--- src/rtl/load_store_unit.sv ---
// load_store_unit: byte-serial load/store engine for a RISC-V style core.
// A request is latched in IDLE, checked for legality, then moved one byte per
// cycle over an 8-bit memory port in big-endian order. Loads are assembled in
// an accumulator and extended on completion; every request ends with a single
// DONE cycle that carries the done pulse and the err flag.
module load_store_unit (
  input  logic        clk,
  input  logic        reset,
  input  logic        req,
  input  logic        we,
  input  logic [2:0]  funct3,
  input  logic [31:0] addr,
  input  logic [31:0] wdata,
  output logic        busy,
  output logic        done,
  output logic        err,
  output logic [31:0] rdata,
  output logic        mem_read,
  output logic        mem_write,
  output logic [31:0] mem_addr,
  output logic [31:0] mem_wdata,
  input  logic [31:0] mem_rdata
);

  // The data memory is 128 bytes, so only address bits [6:0] may be set.
  localparam int ADDR_BITS = 7;

  typedef enum logic [1:0] {
    IDLE   = 2'd0,
    ACCESS = 2'd1,
    DONE   = 2'd2
  } state_t;

  state_t      state_q, state_d;
  logic        we_q, we_d;
  logic [2:0]  funct3_q, funct3_d;
  logic [31:0] addr_q, addr_d;
  logic [31:0] wdata_q, wdata_d;
  // Index of the final byte of the access (N-1), and the current byte index k.
  logic [1:0]  last_q, last_d;
  logic [1:0]  k_q, k_d;
  logic [31:0] acc_q, acc_d;
  logic [31:0] rdata_q, rdata_d;
  logic        busy_q, busy_d;
  logic        done_q, done_d;
  logic        err_q, err_d;
  logic        mem_read_q, mem_read_d;
  logic        mem_write_q, mem_write_d;
  logic [31:0] mem_addr_q, mem_addr_d;
  logic [31:0] mem_wdata_q, mem_wdata_d;

  // Request decode results for the incoming (not yet latched) request.
  logic [1:0]  req_last;
  logic        req_legal;
  logic [1:0]  k_next;
  logic [31:0] acc_shift;

  // Only the low byte of the memory read bus carries data.
  logic        unused_rdata_hi;
  assign unused_rdata_hi = ^mem_rdata[31:8];

  assign k_next    = k_q + 2'd1;
  assign acc_shift = {acc_q[23:0], mem_rdata[7:0]};

  // Pick byte lane 'lane' (0 = least significant) of a store word.
  function automatic logic [7:0] store_byte(input logic [31:0] data, input logic [1:0] lane);
    logic [31:0] shifted;
    shifted = data >> {lane, 3'b000};
    return shifted[7:0];
  endfunction

  // Turn the raw big-endian accumulator into the architectural load result.
  function automatic logic [31:0] extend_load(input logic [2:0] f3, input logic [31:0] raw);
    logic [31:0] result;
    case (f3)
      3'b000:  result = {{24{raw[7]}}, raw[7:0]};
      3'b001:  result = {{16{raw[15]}}, raw[15:0]};
      3'b100:  result = {24'h000000, raw[7:0]};
      3'b101:  result = {16'h0000, raw[15:0]};
      default: result = raw;
    endcase
    return result;
  endfunction

  // Decode access size and legality of the request presented on the inputs.
  always_comb begin
    req_last  = 2'd0;
    req_legal = 1'b1;
    case (funct3)
      3'b000: req_last = 2'd0;
      3'b001: begin
        req_last = 2'd1;
        if (addr[0]) req_legal = 1'b0;
      end
      3'b010: begin
        req_last = 2'd3;
        if (addr[1:0] != 2'b00) req_legal = 1'b0;
      end
      3'b100: begin
        req_last = 2'd0;
        if (we) req_legal = 1'b0;
      end
      3'b101: begin
        req_last = 2'd1;
        if (we || addr[0]) req_legal = 1'b0;
      end
      default: req_legal = 1'b0;
    endcase
    if (addr[31:ADDR_BITS] != '0) req_legal = 1'b0;
  end

  // Next-state and next-output logic; every output is driven from a flop.
  always_comb begin
    state_d     = state_q;
    we_d        = we_q;
    funct3_d    = funct3_q;
    addr_d      = addr_q;
    wdata_d     = wdata_q;
    last_d      = last_q;
    k_d         = k_q;
    acc_d       = acc_q;
    rdata_d     = rdata_q;
    busy_d      = busy_q;
    done_d      = 1'b0;
    err_d       = 1'b0;
    mem_read_d  = 1'b0;
    mem_write_d = 1'b0;
    mem_addr_d  = 32'h0;
    mem_wdata_d = 32'h0;

    case (state_q)
      IDLE: begin
        if (req) begin
          we_d     = we;
          funct3_d = funct3;
          addr_d   = addr;
          wdata_d  = wdata;
          last_d   = req_last;
          k_d      = 2'd0;
          acc_d    = 32'h0;
          busy_d   = 1'b1;
          if (req_legal) begin
            // Byte 0 is the most significant byte of the access.
            state_d     = ACCESS;
            mem_read_d  = ~we;
            mem_write_d = we;
            mem_addr_d  = addr;
            mem_wdata_d = we ? {24'h000000, store_byte(wdata, req_last)} : 32'h0;
          end else begin
            // Rejected: straight to DONE with no memory traffic.
            state_d = DONE;
            done_d  = 1'b1;
            err_d   = 1'b1;
          end
        end
      end

      ACCESS: begin
        if (!we_q) acc_d = acc_shift;
        if (k_q == last_q) begin
          state_d = DONE;
          done_d  = 1'b1;
          if (!we_q) rdata_d = extend_load(funct3_q, acc_shift);
        end else begin
          k_d         = k_next;
          mem_read_d  = ~we_q;
          mem_write_d = we_q;
          mem_addr_d  = addr_q + {30'h0, k_next};
          mem_wdata_d = we_q ? {24'h000000, store_byte(wdata_q, last_q - k_next)} : 32'h0;
        end
      end

      DONE: begin
        state_d = IDLE;
        busy_d  = 1'b0;
      end

      default: begin
        state_d = IDLE;
        busy_d  = 1'b0;
      end
    endcase
  end

  // State and output registers; reset overrides any request or access in flight.
  always_ff @(posedge clk) begin
    if (reset) begin
      state_q     <= IDLE;
      we_q        <= 1'b0;
      funct3_q    <= 3'b000;
      addr_q      <= 32'h0;
      wdata_q     <= 32'h0;
      last_q      <= 2'd0;
      k_q         <= 2'd0;
      acc_q       <= 32'h0;
      rdata_q     <= 32'h0;
      busy_q      <= 1'b0;
      done_q      <= 1'b0;
      err_q       <= 1'b0;
      mem_read_q  <= 1'b0;
      mem_write_q <= 1'b0;
      mem_addr_q  <= 32'h0;
      mem_wdata_q <= 32'h0;
    end else begin
      state_q     <= state_d;
      we_q        <= we_d;
      funct3_q    <= funct3_d;
      addr_q      <= addr_d;
      wdata_q     <= wdata_d;
      last_q      <= last_d;
      k_q         <= k_d;
      acc_q       <= acc_d;
      rdata_q     <= rdata_d;
      busy_q      <= busy_d;
      done_q      <= done_d;
      err_q       <= err_d;
      mem_read_q  <= mem_read_d;
      mem_write_q <= mem_write_d;
      mem_addr_q  <= mem_addr_d;
      mem_wdata_q <= mem_wdata_d;
    end
  end

  assign busy      = busy_q;
  assign done      = done_q;
  assign err       = err_q;
  assign rdata     = rdata_q;
  assign mem_read  = mem_read_q;
  assign mem_write = mem_write_q;
  assign mem_addr  = mem_addr_q;
  assign mem_wdata = mem_wdata_q;

endmodule

--- config.mk ---
export PLATFORM = sky130hd
export DESIGN_NAME = load_store_unit
export DESIGN_NICKNAME = d
export VERILOG_FILES = /design/src/rtl/load_store_unit.sv
export SDC_FILE = /design/constraint.sdc
export NUM_CORES = 1
export LEC_CHECK = 0
export CAP_MARGIN = 5
export CORE_MARGIN = 3
export CORE_UTILIZATION = 40
export DETAILED_ROUTE_END_ITERATION = 6
export PLACE_DENSITY = 0.7
export SYNTH_ARGS = -nofsm -noshare
export SYNTH_HDL_FRONTEND = slang
export SYNTH_SLANG_ARGS = --single-unit
--- constraint.sdc ---
create_clock -name clk -period 3.1 [get_ports clk]
set_clock_uncertainty 0.2 [all_clocks]
set_input_delay 0.31 -clock clk [delete_from_list [all_inputs] [get_ports clk]]
set_output_delay 0.31 -clock clk [all_outputs]
set_load 0.05 [all_outputs]
==> summary.txt <==
Run status
  • Status: completed

Setup path
  • RR Startpoint: k_q[1]
  • Worst R2R Setup Slack: 0.30 ns
  • Element type at the critical path end: register
  • Arrival time worst endpoint: 2.90 ns
  • Crit path to: mem_addr[28]
  • Critical Path Slowest Stage Cell: dfxtp_1
  • Crit path cell chain: xor2_2, inv_1, fa_1, nand3b_1, nand2b_1, nor4_1, xnor2_1, nor2_1
  • Worst endpoint required time: 3.20 ns
  • Worst Reg-to-Reg Cells: 8
  • Critical path peak fanout: 5
  • CP startpoint kind: register
  • Critical path depth: 8
  • R2r endpoint: mem_addr[28]
  • Worst path bufs/invs: 1
  • Max stage delay on crit path: 0.45 ns
  • CP startpoint: k_q[1]
  • Setup CP Type: reg -> reg
  • CP top delay family: simple AND/OR/NAND/NOR gates

Power and ir drop
  • Pwr dens: 532 nW/um^2
  • Leak Pwr: 0.00348 uW
  • Final Power: 5130 uW
  • Peak supply drop: 0.430 mV

Clock network
  • Post-CTS Hold Buffers: 0
  • CTS tree: done
  • CTS Root Cell: clkbuf_16
  • Worst skew pair latency: 0.43 ns
  • Clock Sink Count: 175
  • Setup Fix Bufs, Post-CTS: 0
  • CTS max path bufs: 2
  • Post-CTS sizing: 0
  • Reg clk slew, reported paths: 0.06 ns
  • Total CTS buffers: 17
  • H-tree level count: 4

Layout
  • Register area: 3500 sq um
  • Synth-to-layout area growth: 31.4%
  • Share of layout cells above drive strength 1: 7.08%
  • Diodes inserted: 0
  • Final net count: 1,153
  • Finished Layout Cells: 1,284
  • Multi-input gate area: 3460 sq um
  • Number of fill cells: 1,638
  • Final core occ: 54.8%

Drt
  • Post-route DRC: 0
  • Final WL: 19,900 um
  • Total number of vias: 6,565
  • Routed Antenna Nets: 0
  • 1st-iter DRT viols: 503
  • Via-to-Cell Ratio: 5.11
  • Drt pass-1 iters: 6
  • Routed len/inst: 15.5 um

GRT
  • Vias in the first global route: 6,160
  • Initial antenna violation count: 0
  • Gr ovfl total: 0
  • Largest net degree at the start of global routing: 74
  • First-pass GRT wire length: 31,900 um
  • GRT Resource Usage Total: 19.5%

Synthesis
  • Synth Flop Type: dfxtp_1
  • Post-synth EDFFs: 0
  • Synth top area cells: dfxtp_1 48%, nand2_1 11%, a21oi_1 9.3%, nor2_1 3.1%, o21ai_0 2.5%
  • Synthesized area per cell: 8.05 sq um
  • Most frequent cell after synthesis: nand2_1
  • Commonest cells in the netlist: 216 x nand2_1, 175 x dfxtp_1, 137 x a21oi_1, 61 x nor2_1, 47 x clkbuf_1
  • Post-Synthesis Cell Area: 7330 sq um
  • Synth area leader: dfxtp_1
  • Post-synth top area share: 47.8%
  • Register area share after synthesis: 47.8%
  • Yosys reg bits: 175
  • Post-synth cell types: 49
  • Fraction of registers with async set/reset: 0%
  • Cells after Synth: 911
  • Synth warnings: 0

Floorplanning
  • IO Pins: 204
  • Core area: 17,600 sq um
  • Die Wd: 141 um
  • Die ar.: 20,000 sq um
  • Site row count: 48
  • Chip height: 141 um
  • Initial core utilization: 41.7%

Timing
  • Tmin final: 2.80 ns
  • Pin slew with the least headroom to its limit: 0.837 ns
  • Setup TNS: 0 ns
  • Fmax: 0.357 GHz
  • RSZ-0062 raised after global routing: false
  • Fin. Hold Viols: 0
  • Setup violations, final: 0
  • Slew Limit Fails: 0
  • Final cycle utilization of the critical path: 90.3%
  • Relative slew margins: 43.9%

Placed design
  • Dpl hpwl: 13,600 um
  • Placed Cells: 1,252
  • Routability cong.: 0.858
  • Port Buf Inserts: 155

Min path
  • Worst hold path type: in -> reg

Run
  • Max-Cap Viols: 0
[layout by cell type, fill, tap and decap left out, types with 8 or more instances in the layout]
cell type	n
clkdlybuf4s50_1	154
mux2_2	8
nand4_1	10
nand3_1	34
nor4_1	13
nor2_1	61
o21ai_0	36
clkbuf_16	17
dfxtp_1	175
mux2i_1	17
o22a_1	8
buf_4	20
xnor2_1	18
inv_1	13
nor3_1	13
xor2_1	12
conb_1	24
a21oi_1	137
nand2_1	215
[worst min path at each step]
stage / from / end / slack [ns] / cells after the start
finish: reset / addr_q[16] / 0.1 / 2
global route: reset / addr_q[16] / 0.10 / 2
CTS: reset / addr_q[12] / 0.08 / 2
detailed placement: rdata[3] / rdata[3] / 0.25 / 2
global placement: acc_q[23] / acc_q[23] / 0.24 / 2
floorplan: we / mem_read / 0.23 / 1
[cell type report]
type	count	share of cell area (%)
multi-input cells	664	35.9
well taps	225	2.92
clock buffers	19	4.60
repair buffers	175	17.8
flip-flops and latches	175	36.4
inverters	13	0.506
clock inverters	13	1.95
[metrics by stage]
stage	cell area, sq um	setup slack [ns]	hold WS, ns
floorplan	7420	0.561	0.229
global placement	9010	0.395	0.239
detailed placement	9010	0.334	0.246
CTS	9640	0.282	0.0783
global route	9640	0.102	0.103
finish	9640	0.300	0.0986
[routing by layer]
metal	part of all wire, %	global-route usage, %	vias up
met5	0	0	-
met4	1.4	6.01	0
met3	6.2	4.35	27
met2	48	31.7	206
met1	44	26.1	3039
li1	-	-	3293
[state kept, by name, summed over array words and instances, names as in the netlist, 2 cells and up]
name and flops:
acc_q 24, state_q 2, funct3_q 3, rdata 32
addr_q 32, k_q 2, mem_addr 32, mem_wdata 8
wdata_q 32, last_q 2
[logic make-up after synthesis]
family	Yosys count	synth area share [%]
other cells	1	0.0511
mux	25	3.55
flops	175	47.8
xor+xnor	33	4.25
simple gates	378	22.4
fa+ha+maj	4	0.785
buf+inv	95	6.38
compound gates	200	14.8
[report_power, final]
group	switching [uW]	internal, uW	leakage (uW)
logic	298	200	0.00176
registers	48.9	2310	0.00142
clock network	900	1370	0.000300
Note: power is estimated with default switching activity, not from simulation.
